[src/rtl/split_initiator_port.sv]
// split_initiator_port
//
// Bus initiator port that supports split transactions. A request from the
// local initiator is latched, the bus is requested from the arbiter, and the
// 12-bit address is shifted out serially, LSB first. After the address, the
// target either accepts it (ack) or defers the read data (split).
//   - On a write, 8 data bits are shifted out.
//   - On a read, 8 data bits are collected from the target.
// A split read releases the bus until the arbiter re-grants it through
// split_grant. While waiting for an ack or for read data, a 5-bit idle
// counter aborts the transaction with an error after 32 idle cycles.
// Every output is registered.
//
// Ports
//   clk, rst            clock; synchronous active-high reset
//   init_req/addr/wdata/rw
//                       request from the local initiator (sampled in IDLE)
//   init_rdata/_valid, init_done, init_error, init_busy, init_split
//                       status back to the local initiator
//   arbiter_req, arbiter_grant, split_grant
//                       arbiter handshake
//   bus_data_out/_valid, bus_mode, bus_rw
//                       serial address/write-data lane toward the target
//   bus_target_ack, bus_split_ack, bus_data_in/_valid
//                       target responses and serial read data
module split_initiator_port (
  input  logic        clk,
  input  logic        rst,
  input  logic        init_req,
  input  logic [11:0] init_addr,
  input  logic [7:0]  init_wdata,
  input  logic        init_rw,
  input  logic        arbiter_grant,
  input  logic        split_grant,
  input  logic        bus_target_ack,
  input  logic        bus_split_ack,
  input  logic        bus_data_in,
  input  logic        bus_data_in_valid,
  output logic        arbiter_req,
  output logic        bus_data_out,
  output logic        bus_data_out_valid,
  output logic        bus_mode,
  output logic        bus_rw,
  output logic [7:0]  init_rdata,
  output logic        init_rdata_valid,
  output logic        init_done,
  output logic        init_error,
  output logic        init_busy,
  output logic        init_split
);

  typedef enum logic [2:0] {
    S_IDLE,
    S_REQ,
    S_ADDR,
    S_ACK_WAIT,
    S_WDATA,
    S_RDATA,
    S_SPLIT,
    S_DONE
  } state_t;

  state_t      state_q, state_d;
  logic [11:0] addr_q, addr_d;
  logic [7:0]  wdata_q, wdata_d;
  logic        rw_q, rw_d;
  logic [11:0] shift_q, shift_d;
  logic [3:0]  bit_cnt_q, bit_cnt_d;
  logic [4:0]  tmo_q, tmo_d;
  logic [7:0]  rbuf_q, rbuf_d;

  logic        arb_req_q, arb_req_d;
  logic        dout_q, dout_d;
  logic        dout_valid_q, dout_valid_d;
  logic        mode_q, mode_d;
  logic        bus_rw_q, bus_rw_d;
  logic [7:0]  rdata_q, rdata_d;
  logic        rdata_valid_q, rdata_valid_d;
  logic        done_q, done_d;
  logic        error_q, error_d;
  logic        busy_q, busy_d;
  logic        split_q, split_d;

  // Next-state and next-output logic. The outputs are derived from the
  // *next* state, so each registered output describes the state that
  // becomes current on the same edge. The serial output bit is always
  // shift_d[0]: a freshly loaded shifter presents bit 0 in the first
  // cycle, and each following cycle shifts right by one position.
  always_comb begin
    state_d       = state_q;
    addr_d        = addr_q;
    wdata_d       = wdata_q;
    rw_d          = rw_q;
    shift_d       = shift_q;
    bit_cnt_d     = bit_cnt_q;
    tmo_d         = tmo_q;
    rbuf_d        = rbuf_q;
    rdata_d       = rdata_q;
    rdata_valid_d = 1'b0;
    error_d       = 1'b0;

    case (state_q)
      S_IDLE: begin
        if (init_req) begin
          addr_d  = init_addr;
          wdata_d = init_wdata;
          rw_d    = init_rw;
          state_d = S_REQ;
        end
      end

      S_REQ: begin
        if (arbiter_grant) begin
          shift_d   = addr_q;
          bit_cnt_d = 4'd0;
          state_d   = S_ADDR;
        end
      end

      S_ADDR: begin
        shift_d = shift_q >> 1;
        if (bit_cnt_q == 4'd11) begin
          tmo_d   = 5'd0;
          state_d = S_ACK_WAIT;
        end else begin
          bit_cnt_d = bit_cnt_q + 4'd1;
        end
      end

      // Ack takes priority over split. A split on a write is meaningless,
      // so it is ignored and the idle counter keeps running.
      S_ACK_WAIT: begin
        if (bus_target_ack) begin
          bit_cnt_d = 4'd0;
          if (rw_q) begin
            shift_d = {4'b0000, wdata_q};
            state_d = S_WDATA;
          end else begin
            tmo_d   = 5'd0;
            rbuf_d  = 8'd0;
            state_d = S_RDATA;
          end
        end else if (bus_split_ack && !rw_q) begin
          state_d = S_SPLIT;
        end else if (tmo_q == 5'd31) begin
          error_d = 1'b1;
          state_d = S_DONE;
        end else begin
          tmo_d = tmo_q + 5'd1;
        end
      end

      S_WDATA: begin
        shift_d = shift_q >> 1;
        if (bit_cnt_q == 4'd7) begin
          state_d = S_DONE;
        end else begin
          bit_cnt_d = bit_cnt_q + 4'd1;
        end
      end

      // The published byte includes the bit captured on this same edge,
      // so it is taken from rbuf_d rather than rbuf_q.
      S_RDATA: begin
        if (bus_data_in_valid) begin
          rbuf_d[bit_cnt_q[2:0]] = bus_data_in;
          tmo_d = 5'd0;
          if (bit_cnt_q == 4'd7) begin
            rdata_d       = rbuf_d;
            rdata_valid_d = 1'b1;
            state_d       = S_DONE;
          end else begin
            bit_cnt_d = bit_cnt_q + 4'd1;
          end
        end else if (tmo_q == 5'd31) begin
          error_d = 1'b1;
          state_d = S_DONE;
        end else begin
          tmo_d = tmo_q + 5'd1;
        end
      end

      // A deferred target may take arbitrarily long, so there is no
      // timeout here.
      S_SPLIT: begin
        if (split_grant) begin
          bit_cnt_d = 4'd0;
          tmo_d     = 5'd0;
          rbuf_d    = 8'd0;
          state_d   = S_RDATA;
        end
      end

      S_DONE: begin
        state_d = S_IDLE;
      end

      default: begin
        state_d = S_IDLE;
      end
    endcase

    arb_req_d    = (state_d == S_REQ) || (state_d == S_ADDR) ||
                   (state_d == S_ACK_WAIT) || (state_d == S_WDATA) ||
                   (state_d == S_RDATA);
    dout_valid_d = (state_d == S_ADDR) || (state_d == S_WDATA);
    dout_d       = dout_valid_d ? shift_d[0] : 1'b0;
    mode_d       = (state_d == S_ADDR);
    bus_rw_d     = (state_d != S_IDLE) ? rw_d : 1'b0;
    done_d       = (state_d == S_DONE);
    busy_d       = (state_d != S_IDLE);
    split_d      = (state_d == S_SPLIT);
  end

  // State and output registers. Reset returns everything to zero,
  // including the last read byte.
  always_ff @(posedge clk) begin
    if (rst) begin
      state_q       <= S_IDLE;
      addr_q        <= '0;
      wdata_q       <= '0;
      rw_q          <= 1'b0;
      shift_q       <= '0;
      bit_cnt_q     <= '0;
      tmo_q         <= '0;
      rbuf_q        <= '0;
      arb_req_q     <= 1'b0;
      dout_q        <= 1'b0;
      dout_valid_q  <= 1'b0;
      mode_q        <= 1'b0;
      bus_rw_q      <= 1'b0;
      rdata_q       <= '0;
      rdata_valid_q <= 1'b0;
      done_q        <= 1'b0;
      error_q       <= 1'b0;
      busy_q        <= 1'b0;
      split_q       <= 1'b0;
    end else begin
      state_q       <= state_d;
      addr_q        <= addr_d;
      wdata_q       <= wdata_d;
      rw_q          <= rw_d;
      shift_q       <= shift_d;
      bit_cnt_q     <= bit_cnt_d;
      tmo_q         <= tmo_d;
      rbuf_q        <= rbuf_d;
      arb_req_q     <= arb_req_d;
      dout_q        <= dout_d;
      dout_valid_q  <= dout_valid_d;
      mode_q        <= mode_d;
      bus_rw_q      <= bus_rw_d;
      rdata_q       <= rdata_d;
      rdata_valid_q <= rdata_valid_d;
      done_q        <= done_d;
      error_q       <= error_d;
      busy_q        <= busy_d;
      split_q       <= split_d;
    end
  end

  assign arbiter_req        = arb_req_q;
  assign bus_data_out       = dout_q;
  assign bus_data_out_valid = dout_valid_q;
  assign bus_mode           = mode_q;
  assign bus_rw             = bus_rw_q;
  assign init_rdata         = rdata_q;
  assign init_rdata_valid   = rdata_valid_q;
  assign init_done          = done_q;
  assign init_error         = error_q;
  assign init_busy          = busy_q;
  assign init_split         = split_q;

endmodule

[config.mk]
export PLATFORM = sky130hd
export DESIGN_NAME = split_initiator_port
export DESIGN_NICKNAME = d
export VERILOG_FILES = /design/src/rtl/split_initiator_port.sv
export SDC_FILE = /design/constraint.sdc
export NUM_CORES = 1
export LEC_CHECK = 0
export BUFFER_PORTS_ARGS = -buffer_cell sky130_fd_sc_hd__buf_2
export CAP_MARGIN = 20
export CORE_UTILIZATION = 55
export CTS_CLUSTER_DIAMETER = 50
export DETAILED_ROUTE_END_ITERATION = 8
export PLACE_DENSITY_LB_ADDON = 0.2
export SLEW_MARGIN = 0
export SYNTH_ARGS = -nofsm -noshare
export SYNTH_HDL_FRONTEND = slang
export SYNTH_SLANG_ARGS = --single-unit
[constraint.sdc]
create_clock -name clk -period 2.4 [get_ports clk]
set_clock_uncertainty 0.1 [all_clocks]
set_input_delay 0.24 -clock clk [delete_from_list [all_inputs] [get_ports clk]]
set_output_delay 0.24 -clock clk [all_outputs]
set_load 0.02 [all_outputs]
==> metrics.md, run 1 <==
| Metric | Value |
|---|---|
| CTS Buf Count | `9` |
| CTS Buffer Depth | `2` |
| Antenna violations before repair | `0` |
| Slowest-stage cell, CP | `dfxtp_1` |
| DP Worst Slack | `between 200 and 250 ps` |
| Synth Warn # | `0` |
| Routability cong. | `0.875` |
| Number of flops mapped to enable cells by yosys | `0` |
| DRC marker count from the first detailed-route iteration | `190` |
| Cells on Worst Hold Path | `3` |
| Worst rel slew slack | `roughly half` |
| Vias in the first global route | `2710` |
| Largest net degree at the start of global routing | `between 40 and 50` |
| CTS Root Cell | `clkbuf_8` |
| Critical Path End Type | `register` |
| CTS H-tree lvls | `3` |
| Via/cell ratio | `5.69` |
| Fin. Hold Viols | `0` |
| Power share of the clock group | `about 36%` |
| Worst Max-Slew Pin Slew | `approximately 770 ps` |
| Worst VDD drop | `0.593 mV` |
| Worst hold path class | `input pin to register` |
| Synth Flop Type | `dfxtp_1` |
| ANT cells | `0` |
| Setup TNS | `0 ps` |
| DRC Markers | `0` |
| RSZ-0062 raised after global routing | `false` |
| Seq/Total Area, Yosys | `a little over two fifths` |
| Clock Sinks | `just over 70` |
| Worst path required time | `roughly 2600 ps` |
| Clock-pin slew on the worst setup and hold paths | `around 80 ps` |
| Worst R2R Setup Slack | `roughly 210 ps` |
| CTS tree | `done` |
| Post-Layout Cell Count | `around 500` |
| Antenna viol nets, final | `0` |
| Worst Reg-to-Reg Cells | `7` |
| Share of layout cells above drive strength 1 | `20.7%` |
| Die area | `a little over 6000 sq um` |
| Worst reg2reg endpoint | `tmo_q[4]` |
| Critical Path Start | `bit_cnt_q[1]` |
| Sequence of cells on the critical path | `ha_1 > nor4bb_1 > buf_4 > a31oi_1 > o22ai_2 > a41oi_1 > a211oi_1` |
| Sequential share of power | `49.6%` |
| Post CTS Setup Buffer Count | `0` |
| Tmin final | `~2200 ps` |
| Mapped Nets | `between 400 and 500` |
| DP Area | `3550 sq um` |
| I/O pins | `48` |
| Synth async-reset ratio | `0%` |
| HPWL after DPL | `5160 um` |
| WP data arrival | `between 2000 and 2500 ps` |
| Starting Density | `58.0%` |
| Die Height | `78.9 um` |
| Internal | `between 1.5 and 2 mW` |
| Hold slack | `between 20 and 30 ps` |
| Switching Share | `around 28%` |
| CP endpoint | `tmo_q[4]` |
| PwrDens | `around 690 nW/um^2` |
| Final instance area | `approximately 3700 sq um` |
| Comb power frac | `14.7%` |
| Pleak | `between 1 and 1.5 nW` |
| Area Growth Syn to Fin | `15.2%` |
| Max Slew Vio Count | `0` |
| CP Launch Type | `register` |
| Filler cells | `~500` |
| # port buffers | `47` |
| First-pass GRT wire length | `12500 um` |
| CP max FO | `10` |
| Outcome | `completed` |
| Post-Syn Area | `between 3000 and 4000 sq um` |
| Skew-Pair Late Insertion Delay | `roughly 340 ps` |
| Synth Register Bits | `71` |
| Highest Clock Rate | `about 460 MHz` |
| Max incr delay on CP | `between 500 and 600 ps` |
| CP Class | `register to register` |
| Total Routing Usage GR | `roughly a quarter` |
| Max_cap viols | `0` |
| Period utilization | `91.3%` |
| Detailed Route WL | `approximately 7300 um` |
| Setup violators final | `0` |
| Layout Nets | `approximately 460` |
| Count of different cell masters after synthesis | `54` |
| Final WS setup | `about 210 ps` |
| Syn Area/Cell | `around 8.6 sq um` |
| Placeable Area | `about 5600 sq um` |
| R2r startpoint | `bit_cnt_q[1]` |
| Drt first pass iters | `5` |
| FP Rows | `27` |
| P_sw | `roughly 0.7 mW` |
| Placed Cells | `approximately 490` |
| WL per Instance | `14.6 um` |
| Congestion Overflow GR | `0` |
| Via count | `~2900` |
| Cells after Synth | `379` |
| Die width | `roughly 79 um` |
-- critical path: cells and delay by family (launching register included) --
family	cells	cell delay, ps
flops	1	510
buf+inv	1	170
fa+ha+maj	1	280
compound gates	4	730
simple gates	1	310
-- cell usage after synthesis (7+ instances only) --
cell type,instances,area [sq um]
dfxtp_1,71,1420
nand2_1,66,248
nor2_1,38,143
a21oi_1,31,155
clkbuf_1,16,60.1
mux2i_1,16,160
a211oi_1,11,82.6
a31oi_1,10,62.6
a22oi_1,8,60.1
nor3b_1,8,60.1
nand2b_1,7,43.8
nor2b_1,7,43.8
-- layout make-up --
class	instances	area (sq um)	share of cell area (%)
multi-input cells	276	1680	44.8
clock buffers	9	124	3.31
flip-flops and latches	71	1420	38.0
repair buffers	62	348	9.29
well taps	72	90.1	2.41
clock inverters	6	61.3	1.64
inverters	6	22.5	0.602
-- cells by family after synthesis --
logic type / Yosys count / share of synthesized area (%)
adder cells (fa/ha/maj): 2 / 0.770
flip-flops: 71 / 43.7
multiplexers: 16 / 4.93
AND/OR/NAND/NOR: 167 / 26.5
buffers and inverters: 32 / 4.85
XOR/XNOR: 2 / 0.539
AO/OA/AOI/OAI: 89 / 18.7
-- power groups by stage --
stage	combinational (mW)	clock (mW)	sequential [mW]
floorplan	0.276	0	1.29
global placement	0.368	0	1.30
finish	0.378	0.921	1.28
CTS	0.376	0.942	1.27
global route	0.421	0.991	1.28
detailed placement	0.375	0	1.30
-- repair_timing --
action | CTS | global route
setup endpoints to repair | 0 | 4
hold buffers | 0 | 0
resized for setup | 0 | 2
-- how the worst min path moves through the flow --
stage,from,end,slack (ps)
5_1_grt,init_addr[10],addr_q[10],20
6_report,init_addr[6],addr_q[6],30
3_3_place_gp,wdata_q[7],wdata_q[7],340
3_5_place_dp,addr_q[7],addr_q[7],350
2_1_floorplan,init_addr[0],addr_q[0],280
4_1_cts,init_addr[6],addr_q[6],10
-- layer usage --
metal | track usage [%] | wire length [um] | share of wire, %
met4 | 9.27 | 57 | 0.78
met1 | 34.3 | 3430 | 47
met3 | 6.09 | 343 | 4.7
met5 | 0 | 0 | 0
met2 | 41.1 | 3510 | 48
-- cells in the final DEF (no fill, tap or decap), types with 2 or more instances in the layout --
| master | instances |
|---|---|
| dfxtp_1 | 70 |
| nand2_1 | 66 |
| buf_2 | 47 |
| nor2_1 | 38 |
| a21oi_1 | 31 |
| mux2i_1 | 16 |
| buf_4 | 15 |
| a211oi_1 | 11 |
| a31oi_1 | 10 |
| clkbuf_8 | 9 |
| nor3b_1 | 8 |
| a22oi_1 | 8 |
| nor2b_1 | 7 |
| nand2b_1 | 7 |
| inv_1 | 6 |
| nand3_1 | 6 |
| o21ai_0 | 5 |
| and3b_1 | 4 |
| nand3b_1 | 4 |
| nor3_1 | 3 |
| and3_1 | 3 |
| nor4bb_1 | 3 |
| a222oi_1 | 3 |
| o32ai_1 | 3 |
| and2_1 | 3 |
| clkinv_2 | 3 |
| and4_1 | 2 |
| nand4_1 | 2 |
| a31o_2 | 2 |
| o21a_1 | 2 |
| a21bo_2 | 2 |
| or3_1 | 2 |
| nor4b_1 | 2 |
| nor4_1 | 2 |
| ha_1 | 2 |
-- through the flow --
stage / total power, mW / util [%]
floorplan: 1.57 / -
global placement: 1.67 / 63.4
detailed placement: 1.68 / 63.4
CTS: 2.59 / 66.7
global route: 2.69 / 66.8
finish: 2.57 / 66.8
-- state kept, by name, indices dropped and copies added, names as in the netlist, 3 cells and up --
signal      count
addr_q         12
shift_q        12
init_rdata      8
rbuf_q          8
wdata_q         8
tmo_q           5
bit_cnt_q       4
state_q         3
Power figures use the tool's default switching activity.
==> run 2, diff against run 1 <==
- CORE_UTILIZATION: 55 -> 45
- clock period: 2.4 -> 2.1 ns (I/O delays scaled with it)
==> metrics.md, run 2 (same netlist as run 1, synthesis figures left out) <==
| Metric | Value |
|---|---|
| Outcome | `completed` |
| Regs by FF count | `addr_q: 12 flops, shift_q: 12 flops` |
| Area Growth Syn to Fin | `26.0%` |
| Worst R2R Setup Slack | `130 ps (-70 ps)` |
| Via count | `2941 (+3.0%)` |
| Worst reg2reg endpoint | `tmo_q[1]` |
| Fin. Hold Viols | `0 (unchanged)` |
| Congestion Overflow GR | `0 (unchanged)` |
| Setup TNS | `0 ps (unchanged)` |
| DRC marker count from the first detailed-route iteration | `141 (-26%)` |
| Detailed Route WL | `7420 um (+1.1%)` |
| Sequence of cells on the critical path | `ha_1 > nor4bb_4 > buf_4 > a31oi_1 > o22ai_2 > buf_4 > o21a_1 > o21ai_0` |
| Power, Total | `3.12 mW (+21%)` |
| Skew-Pair Late Insertion Delay | `340 ps (about the same)` |
| Vias in the first global route | `2595 (-4.2%)` |
| Share of layout cells above drive strength 1 | `21.9% (+1.2 points)` |
| CTS Buffer Depth | `2 (unchanged)` |
| Layout Nets | `484 (+5.7%)` |
| Critical path's most frequent cell | `buf_4` |
| Max incr delay on CP | `330 ps (-180 ps)` |
| Placeable Area | `6870 sq um (+22%)` |
| Slowest-stage cell, CP | `dfxtp_1` |
| Largest net degree at the start of global routing | `29 (-36%)` |
| Cells on Worst Hold Path | `3 (unchanged)` |
| CP Class | `register to register` |
| Max_cap viols | `0 (unchanged)` |
| WHS Endpoint | `rw_q` |
| Via/cell ratio | `5.32 (-6.5%)` |
| Antenna viol nets, final | `0 (unchanged)` |
| Worst VDD drop | `0.352 mV (-41%)` |
| Clock Sinks | `71 (unchanged)` |
| FP Rows | `30 (+11%)` |
| Max Slew Vio Count | `0 (unchanged)` |
| Die width | `87.0 um (+10%)` |
| Routability cong. | `0.887 (+1.3%)` |
| Worst Max-Slew Pin Slew | `553 ps (-217 ps)` |
| CP max FO | `7 (-3)` |
| Drt first pass iters | `4 (-1)` |
| Highest Clock Rate | `509 MHz (+12%)` |
| Post-Layout Cell Count | `553 (+10%)` |
| CP Launch Type | `register` |
| WL per Instance | `13.4 um (-8.3%)` |
| I/O pins | `48 (unchanged)` |
| Critical Path End Type | `register` |
| Critical Path Start | `bit_cnt_q[0]` |
| WP data arrival | `2100 ps (-250 ps)` |
| Hold slack | `15.5 ps (-10.8 ps)` |
| Die Height | `87.0 um (+10%)` |
| First-pass GRT wire length | `11900 um (-4.8%)` |
| RSZ-0062 raised after global routing | `true` |
| ANT cells | `0 (unchanged)` |
| Pleak | `1.61 nW (+9.3%)` |
| CTS H-tree lvls | `3 (unchanged)` |
| HP Start | `init_rw` |
| Commonest non-fill, non-tap cell in the layout | `dfxtp_1` |
| Starting Density | `47.3% (-11 points)` |
| Worst hold path class | `input pin to register` |
| PwrDens | `762 nW/um^2 (+11%)` |
| Tmin final | `1970 ps (-226 ps)` |
| R2r startpoint | `bit_cnt_q[0]` |
| HPWL after DPL | `4950 um (-4.0%)` |
| CTS Root Cell | `clkbuf_8` |
| Total Routing Usage GR | `20.1% (-5.8 points)` |
| Worst path required time | `2230 ps (-320 ps)` |
| Placed Cells | `519 (+6.6%)` |
| Setup violators final | `0 (unchanged)` |
| CTS tree | `done` |
| Worst Reg-to-Reg Cells | `8 (+1)` |
| Final core utilization | `59.6% (-7.1 points)` |
| Die area | `7570 sq um (+22%)` |
| Most frequent cells in the layout | `69 x dfxtp_1, 66 x nand2_1, 47 x buf_2, 38 x nor2_1, 31 x a21oi_1` |
| Worst rel slew slack | `62.7% (+14 points)` |
| Antenna violations before repair | `0 (unchanged)` |
| DRC Markers | `0 (unchanged)` |
| Clock-pin slew on the worst setup and hold paths | `80 ps (about the same)` |
| CTS Buf Count | `9 (unchanged)` |
| Period utilization | `93.6% (+2.3 points)` |
| # port buffers | `47 (unchanged)` |
==> run 2: changes by cell type in the layout (fill, tap and decap cells not counted), sizes merged <==
cell,change
buf,+9
clkinvlp,-1
bufinv,+1
inv,-1
clkbuf,+2
dlygate4sd3,+17
==> run 2: what timing repair did <==
action / in CTS / in global routing
gates resized for setup: 0 / 7
buffers inserted: 0 / 1
hold buffers: 17 / 0
endpoints found under the hold margin: 17 / 0
setup endpoints to repair: 0 / 18
==> run 2: final cells by class <==
type	count	area (sq um)
Clock buffer	11	131
Timing Repair Buffer	88	611
Sequential cell	71	1420
Multi-Input combinational cell	276	1700
Tap cell	96	120
Fill cell	610	2770
Inverter	6	22.5
Clock inverter	5	82.6
==> run 2: worst max-delay path by stage <==
stage                                     to  depth (start not counted)
after floorplan                    rbuf_q[7]                          7
after global placement              bus_mode                          5
after detailed placement  bus_data_out_valid                          6
after CTS                 bus_data_out_valid                          5
after global routing               init_done                          7
final                               tmo_q[1]                          8
==> run 2: per-stage QoR <==
step	area (sq um)	worst slack, ps
after floorplan	3250	270
after global placement	3670	128
after detailed placement	3670	50.4
after CTS	4050	36.3
after global routing	4100	-18.8
final	4100	135
==> run 2: power by group <==
| group | switching, mW | internal (mW) |
|---|---|---|
| logic | 0.272 | 0.212 |
| registers | 0.0427 | 1.41 |
| clock network | 0.516 | 0.672 |
| total | 0.831 | 2.29 |
==> run 2: layer usage <==
metal	share of wire (%)	track usage, %	vias up
met1	48	27.4	1361
li1	-	-	1501
met4	1.4	9.70	0
met3	4.4	3.89	9
met5	0	0	-
met2	46	30.5	70
==> run 2: critical path, delay by kind of cell, from the launching register on <==
kind	cells	cell delay (ps)
AO/OA/AOI/OAI	4	520
AND/OR/NAND/NOR	1	330
flip-flops	1	330
buffers and inverters	2	340
adder cells (fa/ha/maj)	1	230
==> run 3, diff against run 2 <==
- GPL_ROUTABILITY_DRIVEN: default -> 0
- HOLD_SLACK_MARGIN: default -> 0.12
- clock period: 2.1 -> 1.6 ns (I/O delays scaled with it)
==> metrics.md, run 3 (same netlist as run 1, synthesis figures left out) <==
| Metric | Value |
|---|---|
| Outcome | `complete, but fails checks` |
| First-pass GRT wire length | `15200 um (+28%)` |
| Placed Cells | `551 (+6.2%)` |
| CP max FO | `16 (+9)` |
| Failing checks | `negative setup slack` |
| Via/cell ratio | `5.51 (+3.6%)` |
| Highest Clock Rate | `555 MHz (+9.0%)` |
| Worst hold path class | `input pin to register` |
| I/O pins | `48 (unchanged)` |
| Total Routing Usage GR | `26.1% (+6.0 points)` |
| Max_cap viols | `0 (unchanged)` |
| WL per Instance | `16.8 um (+25%)` |
| Antenna violations before repair | `0 (unchanged)` |
| R2r startpoint | `state_q[1]` |
| # port buffers | `47 (unchanged)` |
| Layout Nets | `542 (+12%)` |
| Area Growth Syn to Fin | `59.5%` |
| CP Class | `register to register` |
| DRC Markers | `0 (unchanged)` |
| CTS Root Cell | `clkbuf_8` |
| Final WS setup | `-203 ps (-338 ps)` |
| Worst Reg-to-Reg Cells | `5 (-3)` |
| Largest net degree at the start of global routing | `21 (-28%)` |
| CTS Buffer Depth | `2 (unchanged)` |
| Regs by FF count | `addr_q: 12 flops, shift_q: 12 flops` |
| Skew-Pair Late Insertion Delay | `370 ps (+30 ps)` |
| Max Slew Vio Count | `0 (unchanged)` |
| Detailed Route WL | `10300 um (+39%)` |
| Worst reg2reg endpoint | `bus_data_out` |
| Max incr delay on CP | `480 ps (+150 ps)` |
| Vias in the first global route | `3220 (+24%)` |
| FP Rows | `30 (unchanged)` |
| DRC marker count from the first detailed-route iteration | `164 (+16%)` |
| Die Height | `87.0 um (unchanged)` |
| CTS H-tree lvls | `3 (unchanged)` |
| Worst rel slew slack | `67.7% (+5.0 points)` |
| WHS Endpoint | `bus_mode` |
| Via count | `3367 (+14%)` |
| Placeable Area | `6870 sq um (unchanged)` |
| CTS tree | `done` |
| Tmin final | `1800 ps (-162 ps)` |
| Setup violators final | `59 (+59)` |
| Clock Sinks | `71 (unchanged)` |
| Commonest non-fill, non-tap cell in the layout | `dfxtp_1` |
| Worst Max-Slew Pin Slew | `478 ps (-75.4 ps)` |
| WP data arrival | `2010 ps (-90 ps)` |
| Final core utilization | `75.5% (+16 points)` |
| Fin. Hold Viols | `0 (unchanged)` |
| Worst R2R Setup Slack | `-200 ps (-340 ps)` |
| ANT cells | `0 (unchanged)` |
| Worst VDD drop | `0.717 mV (+100%)` |
| Starting Density | `47.3% (unchanged)` |
| PwrDens | `857 nW/um^2 (+12%)` |
| Worst path required time | `1810 ps (-420 ps)` |
| Critical Path End Type | `register` |
| Die area | `7570 sq um (unchanged)` |
| Slowest-stage cell, CP | `dfxtp_4` |
| HPWL after DPL | `5300 um (+7.0%)` |
| Cells on Worst Hold Path | `3 (unchanged)` |
| DP Worst Slack | `-213 ps (-263 ps)` |
| Antenna viol nets, final | `0 (unchanged)` |
| HP Start | `rst` |
| Hold slack | `142 ps (+126 ps)` |
| Share of layout cells above drive strength 1 | `45.4% (+24 points)` |
| Most frequent cells in the layout | `63 x dfxtp_1, 59 x nand2_1, 47 x buf_4, 47 x buf_2, 26 x nor2_1` |
| Drt first pass iters | `5 (+1)` |
| Sequence of cells on the critical path | `and4bb_2 > a311oi_4 > a221oi_1 > a21oi_1 > and3_1` |
| CP Launch Type | `register` |
| CTS Buf Count | `9 (unchanged)` |
| RSZ-0062 raised after global routing | `true` |
| Post-Layout Cell Count | `611 (+10%)` |
| Pleak | `2.07 nW (+29%)` |
| Period utilization | `113% (+19 points)` |
| Clock-pin slew on the worst setup and hold paths | `80 ps (about the same)` |
| Congestion Overflow GR | `0 (unchanged)` |
| Die width | `87.0 um (unchanged)` |
run 3: layer usage:
metal | vias to the layer above | routed length, um | track usage (%)
met2 | 93 | 5040 | 42.0
li1 | 1618 | - | -
met3 | 22 | 507 | 3.98
met4 | 0 | 265 | 14.5
met1 | 1634 | 4470 | 33.5
met5 | - | 0 | 0
run 3: stage by stage:
| stage | setup TNS (ps) | instance area (sq um) | total power [mW] |
|---|---|---|---|
| 2_1_floorplan | -1480 | 3340 | 2.39 |
| 3_3_place_gp | -4750 | 4020 | 2.64 |
| 3_5_place_dp | -6150 | 4020 | 2.65 |
| 4_1_cts | -4480 | 4930 | 4.25 |
| 5_1_grt | -8920 | 5180 | 4.62 |
| 6_report | -4870 | 5180 | 4.44 |
run 3: layout make-up:
type                            instances  area (sq um)
Multi-Input combinational cell        276          2160
Fill cell                             464          1690
Sequential cell                        71          1440
Timing Repair Buffer                  146          1260
Clock buffer                            9           124
Tap cell                               96           120
Clock inverter                          7          61.3
Inverter                                6          26.3
run 3: how the worst max path moves through the flow:
| stage | slack [ps] | end | from | cells past startpoint |
|---|---|---|---|---|
| 2_1_floorplan | -140 | rbuf_q[7] | state_q[0] | 7 |
| 3_3_place_gp | -220 | bus_data_out | state_q[1] | 6 |
| 3_5_place_dp | -210 | tmo_q[3] | state_q[0] | 7 |
| 4_1_cts | -200 | bit_cnt_q[0] | bit_cnt_q[1] | 6 |
| 5_1_grt | -280 | bus_data_out_valid | state_q[0] | 7 |
| 6_report | -200 | bus_data_out | state_q[1] | 5 |
run 3: critical path, delay by kind of cell (launching register included):
family	cells	cell delay, ps
simple gates	2	490
compound gates	3	680
flops	1	480
run 3: where the power goes:
group / internal [mW] / switching, mW / total, mW
combinational: 0.583 / 0.563 / 1.15
sequential: 1.85 / 0.0611 / 1.91
clock: 0.594 / 0.796 / 1.39
total: 3.02 / 1.42 / 4.44
run 3: repair_timing:
item / in CTS / in global routing
hold buffers: 24 / 0
resized for setup: 71 / 58
setup endpoints to repair: 52 / 69
pin swaps: 30 / 22
endpoints found under the hold margin: 27 / 0
setup buffers: 12 / 5
cloned: 5 / 3
